$ cat src/rtl/serial_adder_pkg.sv
// Shared definitions for the bit-serial adder: state encodings and counter sizing.
package serial_adder_pkg;

  typedef logic [1:0] state_t;

  localparam state_t ST_IDLE  = 2'd0;
  localparam state_t ST_SHIFT = 2'd1;
  localparam state_t ST_DONE  = 2'd2;

  // Bit counter must hold 0..WIDTH without wrapping, and never collapse to zero bits.
  function automatic int cntWidth(input int width);
    return (width < 1) ? 1 : $clog2(width + 1);
  endfunction

endpackage

$ cat src/rtl/serial_adder_fa.sv
// One-bit full adder cell used as the per-bit datapath stage of serial_adder.
module fa (
  input  logic a,
  input  logic b,
  input  logic cin,
  output logic sum,
  output logic cout
);

  assign sum  = a ^ b ^ cin;
  assign cout = (a & b) | (cin & (a ^ b));

endmodule

$ cat src/rtl/serial_adder.sv
// Bit-serial WIDTH-bit adder: latches operands on start, adds one bit per clock LSB first,
// then presents a registered sum/cout together with a one-cycle done pulse.
module serial_adder
  import serial_adder_pkg::*;
#(
  parameter int WIDTH = 8
) (
  input  logic             clk,
  input  logic             rst,
  input  logic             start,
  input  logic [WIDTH-1:0] a,
  input  logic [WIDTH-1:0] b,
  input  logic             cin,
  output logic             busy,
  output logic             done,
  output logic [WIDTH-1:0] sum,
  output logic             cout
);

  localparam int             CW   = cntWidth(WIDTH);
  localparam logic [CW-1:0]  LAST = CW'(WIDTH - 1);

  state_t           r_state;
  logic [WIDTH-1:0] r_aSr;
  logic [WIDTH-1:0] r_bSr;
  logic             r_carry;
  logic [CW-1:0]    r_cnt;
  logic [WIDTH-1:0] r_sum;
  logic             r_cout;

  logic             w_sBit;
  logic             w_cNext;
  logic [WIDTH-1:0] w_sNext;
  logic             w_load;

  fa u_fa (
    .a    (r_aSr[0]),
    .b    (r_bSr[0]),
    .cin  (r_carry),
    .sum  (w_sBit),
    .cout (w_cNext)
  );

  // A new request is only accepted when no addition is in flight.
  assign w_load = start && ((r_state == ST_IDLE) || (r_state == ST_DONE));

  // Partial sum keeps only the WIDTH-1 bits already produced; the current bit completes it.
  generate
    if (WIDTH == 1) begin : g_oneBit
      assign w_sNext = w_sBit;
    end else begin : g_multiBit
      logic [WIDTH-2:0] r_sSr;

      assign w_sNext = {w_sBit, r_sSr};

      always_ff @(posedge clk) begin
        if (rst) begin
          r_sSr <= '0;
        end else if (w_load) begin
          r_sSr <= '0;
        end else if (r_state == ST_SHIFT) begin
          r_sSr <= w_sNext[WIDTH-1:1];
        end
      end
    end
  endgenerate

  always_ff @(posedge clk) begin
    if (rst) begin
      r_state <= ST_IDLE;
      r_aSr   <= '0;
      r_bSr   <= '0;
      r_carry <= 1'b0;
      r_cnt   <= '0;
      r_sum   <= '0;
      r_cout  <= 1'b0;
    end else begin
      case (r_state)
        ST_SHIFT: begin
          r_aSr   <= r_aSr >> 1;
          r_bSr   <= r_bSr >> 1;
          r_carry <= w_cNext;
          r_cnt   <= r_cnt + CW'(1);
          if (r_cnt == LAST) begin
            r_sum   <= w_sNext;
            r_cout  <= w_cNext;
            r_state <= ST_DONE;
          end
        end
        ST_IDLE, ST_DONE: begin
          if (w_load) begin
            r_aSr   <= a;
            r_bSr   <= b;
            r_carry <= cin;
            r_cnt   <= '0;
            r_state <= ST_SHIFT;
          end else begin
            r_state <= ST_IDLE;
          end
        end
        default: begin
          r_state <= ST_IDLE;
        end
      endcase
    end
  end

  assign busy = (r_state == ST_SHIFT);
  assign done = (r_state == ST_DONE);
  assign sum  = r_sum;
  assign cout = r_cout;

endmodule

$ cat config.mk
export PLATFORM = sky130hd
export DESIGN_NAME = serial_adder
export DESIGN_NICKNAME = d
export VERILOG_FILES = /design/src/rtl/serial_adder_pkg.sv /design/src/rtl/serial_adder_fa.sv /design/src/rtl/serial_adder.sv
export SDC_FILE = /design/constraint.sdc
export NUM_CORES = 1
export LEC_CHECK = 0
export ABC_AREA = 1
export CAP_MARGIN = 25
export CELL_PAD_IN_SITES_DETAIL_PLACEMENT = 2
export CELL_PAD_IN_SITES_GLOBAL_PLACEMENT = 2
export CORE_MARGIN = 2
export CORE_UTILIZATION = 31
export CTS_CLUSTER_SIZE = 10
export DETAILED_ROUTE_END_ITERATION = 10
export PLACE_DENSITY = 0.85
export SLEW_MARGIN = 20
export SYNTH_ARGS = -nofsm -noshare
export SYNTH_HDL_FRONTEND = slang
export SYNTH_SLANG_ARGS = --single-unit
export TNS_END_PERCENT = 5
$ cat constraint.sdc
create_clock -name clk -period 1.9 [get_ports clk]
set_input_delay 0.19 -clock clk [delete_from_list [all_inputs] [get_ports clk]]
set_output_delay 0.19 -clock clk [all_outputs]
set_load 0.1 [all_outputs]
# After elaboration in Yosys (flattened, before gate mapping)
# Index checks and enable logic that the tools add are counted.
dict set report totals {
  elab_cells 38
  inputBits 20
  ff_bits 39
  out_inout_bits 11
}
dict set report classes {
  add_sub_neg 1
  bitwise_logic 5
  reduce_logical 8
  n_mux 11
  n_eq_ne 5
}
# op count
set ops {}
lappend ops {{8-bit one-hot mux with 2 select lines} 2}
lappend ops {{8-bit two-way mux} 2}
lappend ops {{4-bit one-hot mux with 2 select lines} 1}
lappend ops {{4-bit by 1-bit adder with 4-bit output, second input constant} 1}
lappend ops {{4-bit by 3-bit equality test with 1-bit output, second input constant} 1}
lappend ops {{4-bit two-way mux} 1}
lappend ops {{2-bit one-hot mux with 2 select lines} 1}
lappend ops {{2-bit AND reduction} 2}
lappend ops {{2-bit OR reduction} 2}
lappend ops {{1-bit bitwise AND} 2}
lappend ops {{2-bit by 1-bit equality test with 1-bit output, second input constant} 1}
lappend ops {{2-bit equality test, second input constant} 1}
lappend ops {{2-bit logical NOT} 1}
lappend ops {{1-bit two-way mux} 2}
lappend ops {{2-bit two-way mux} 1}
lappend ops {{2-bit by 1-bit != test with 1-bit output, second input constant} 1}
lappend ops {{2-bit != test, second input constant} 1}
lappend ops {{1-bit one-hot mux with 2 select lines} 1}
lappend ops {{2-bit nonzero test} 1}
lappend ops {{1-bit XOR} 2}
lappend ops {{1-bit logical AND} 1}
lappend ops {{1-bit logical OR} 1}
lappend ops {{1-bit OR} 1}

# Longest topological paths before layout
dict set report depth {
  depth_word 5
  mapped_depth 8
  depth_no_buf 6
}

# Hierarchy
# A second synthesis with hierarchy kept.
dict set report unflattened {
  hier_cells 257
  area_unflattened_um2 1835.5
}
# module area_each_um2 seq_area_each_um2 cells_per_inst n_inst
set modules_own_cells {}
lappend modules_own_cells {serial_adder 1815.5 780.7 256 1}
lappend modules_own_cells {fa 20.0 0.0 1 1}

# Worst setup path before layout
# No wires, ideal clock.
dict set report synth_timing {
  path_type {reg2out}
  startpoint {register r_state[0]}
  endpoint {output port done}
  arrival_time_ps 1854
  required_time_ps 1710
  path_buffers 2
  slack_ps -144
  path_stages_with_launch 4
  cell_sequence {dfxtp_1 buf_6 buf_2 nor2_1}
}
dict set report synth_via {
  elab_chain_cells 1
}
# item line_no
set synth_lines {}
lappend synth_lines {{from (decl)} serial_adder.sv:23} ;# state_t r_state;
lappend synth_lines {{from (signal assigned)} serial_adder.sv:70} ;# r_state <= ST_IDLE;
lappend synth_lines {{from (signal assigned)} serial_adder.sv:87} ;# r_state <= ST_DONE;
lappend synth_lines {{from (signal assigned)} serial_adder.sv:96} ;# r_state <= ST_SHIFT;
lappend synth_lines {{2-bit equality test} serial_adder.sv:109} ;# assign done = (r_state == ST_DONE);
lappend synth_lines {{to (decl)} serial_adder.sv:15} ;# output logic done,
# No other way between the ends.

# Worst setup path in the final report
dict set report layout_timing {
  startpoint {register r_state[0]}
  endpoint {output port busy}
}
dict set report layout_via {
  elab_chain_cells 1
}
# item line_no
set layout_lines {}
lappend layout_lines {{2-bit by 1-bit equality test with 1-bit output} serial_adder.sv:108} ;# assign busy = (r_state == ST_SHIFT);
lappend layout_lines {{to (decl)} serial_adder.sv:14} ;# output logic busy,
# No other way between the ends.

==> flow_summary.yaml <==
run_status:
  run_status: "complete, no violations"
drt:
  drtPass1Iterations: 4
  wirelength_um: 5200
  viasPerCell: 4.82
  drt_iter0_markers: 69
  drc_errors: 0
  post_drt_wl_per_cell_um: 14.4
  final_antenna_net_count: 0
  vias: 1744
synth:
  ys_seq_elements: 39
  syn_nets: 279
  synth_area_um2: 1840
  synth_edf_count: 0
  netlist_top_cells_area: "dfxtp_1 (43%), nand2_1 (19%), nor2_1 (9.2%), nand3_1 (6.3%), nand3b_1 (6.1%)"
  synth.top_cell.area_share: 0.425
  async_flop_share: 0
  yosysWarningCount: 0
  ys_seq_area_frac: 0.425
  synth_cell_type_count: 21
  synthCells: 257
  yosys.cell_count.top_type: "nand2_1"
  yosysTopAreaCell: "dfxtp_1"
  synth-main-ff-cell: "dfxtp_1"
  synth_common_cells: "nand2_1 (91), nor2_1 (45), dfxtp_1 (39), nand3_1 (23), nand3b_1 (15)"
  syn_avg_cell_area_um2: 7.14
setup_path:
  crit_family: "buffers and inverters"
  start_kind: "flip-flop"
  arrival_ns: 1.44
  crit_path_max_fanout: 18
  slowest_stage: "dfxtp_1"
  cp_cell_sequence: "inv_4 > nor2_4 > buf_4 > buf_12"
  end_kind: "output pin"
  critical_path.max_stage_delay_ns: 0.45
  cp.required_ns: 1.71
  path_class: "reg2out"
  path_buf_inv: 3
placed_design:
  dpl.hpwl_um: 3620
  io_buffers: 30
  gp_congestion: 0.735
timing:
  fin_skew_ns: 0.00386
  period_needed_ns: 1.63
  finalSetupViolations: 0
  hold_viol_final: 0
  rsz0062_at_grt: "false"
  tightest_slew_ns: 0.394
  setup_tns_ns: 0
  timing.final.crit_share: 0.856
  slew_violations: 0
  worst_slew_margin_rel: 0.737
  max_freq_mhz: 615
final_layout:
  syn2layout_area_growth_pct: 23.0
  regArea_um2: 781
  multi_input_area_um2: 908
  fin_util: 0.388
  nets: 308
  drive_above_1_share: 0.108
  n_fill_cell: 729
  antenna_cells: 0
power:
  p_leak_nw: 1.01
  peakVddDrop_mv: 0.338
  total_power_w: 0.00183
  p_per_area_nw_per_um2: 809
grt:
  met1_usage: 0.203
  grt_pass1_vias: 1818
  grt-busiest-layer: "met2"
  use_met2: 0.313
  grt_max_degree: 30
  antenna_found_initial: 0
  grt.overflow.total: 0
  grt_usage: 0.174
  grt_pass1_wl_um: 8750
  grt_use_met3: 0.0356
cts:
  cts_tree: "yes"
  cts_sinks: 39
  clk_latency_ns: 0.30
  cts_hold_buf: 0
  h-tree-depth: 2
  post-cts-setup-buffers: 0
  cts_resized: 0
  clockBufferDepth: 2
  cts_buffers: 5
  clk_pin_slew_ns: 0.07
  root_buffer: "clkbuf_8"
die:
  core_um2: 5820
  fp.dieH_um: 81.0
  dieArea_um2: 6550
  die_x_um: 81.0
  floorplan.io_pins: 31
  num_rows: 28
  initial_core_util: 0.316
flow_run:
  maxCapViolCount: 0
min_path:
  hold_class: "in2reg"
## path summary, 6_finish.rpt
check                                end  slack [ns]  startpoint  depth (start not counted)
worst max register to register    sum[6]        0.42    r_cnt[0]                          6
worst min register to register    sum[4]        0.47      sum[4]                          2
worst max-delay path                busy        0.27  r_state[0]                          4
worst min-delay path            r_bSr[7]        0.47        b[7]                          3
## report_power, final
group / switching [W] / internal (W) / leakage, nW
clock: 0.000294 / 0.000331 / 0.0515
sequential: 0.0000273 / 0.000861 / 0.319
combinational: 0.000187 / 0.000126 / 0.639
total: 0.000508 / 0.00132 / 1.01
## worst reg2reg max path, cell delays in order (launching register included)
cell and delay [ns]:
dfxtp_1 0.40, ha_1 0.21, nand2_1 0.08, nor2_1 0.21
nand2_1 0.27, nand3_1 0.15, nand2_1 0.06
## cell type report
type                       instances  area share
clock buffer                       8      0.0443
inverter                           9      0.0172
multi-input combinational        196       0.402
sequential                        39       0.346
tap                               75      0.0416
timing repair buffer              35       0.149
## sequential cells by signal, summed over array words and instances, names as in the netlist
register          count
cout                  1
g_multiBit.r_sSr      7
r_aSr                 8
r_bSr                 8
r_carry               1
r_cnt                 4
r_state               2
sum                   8
## routing by layer
metal	up-vias	share of wire
met5	-	0
li1	865	-
met4	0	0.020
met3	11	0.030
met2	25	0.50
met1	843	0.45
## cells by family (layout without fill, tap and decap cells)
logic type	Yosys count	count (layout)	synth area share
adders and majority gates	2	2	0.0177
AOI/OAI and AO/OA	15	15	0.0409
and+or+nand+nor	179	179	0.435
buffers and inverters	22	52	0.0811
DFF	39	39	0.425
## layout by cell type (no fill, tap or decap), drive strengths merged
cell type / netlist / final
fa: 1 / 1
nand3: 23 / 23
inv: 8 / 8
clkbuf: 3 / 8
nand2: 94 / 94
clkdlybuf4s50: 0 / 19
dfxtp: 39 / 39
ha: 1 / 1
o21ai: 3 / 3
nand3b: 15 / 15
nor2: 47 / 47
clkinv: 1 / 1
a21oi: 12 / 12
buf: 10 / 16
## stage by stage
stage	instances	hold slack, ns	cell area (µm²)	worst slack, ns
6_report	362	0.473	2260	0.273
3_3_place_gp	354	0.460	2160	0.468
2_1_floorplan	257	0.259	1840	0.316
4_1_cts	362	0.475	2260	0.254
3_5_place_dp	354	0.468	2160	0.391
5_1_grt	362	0.506	2260	0.205
No activity file was read; power rests on OpenSTA's default activity.
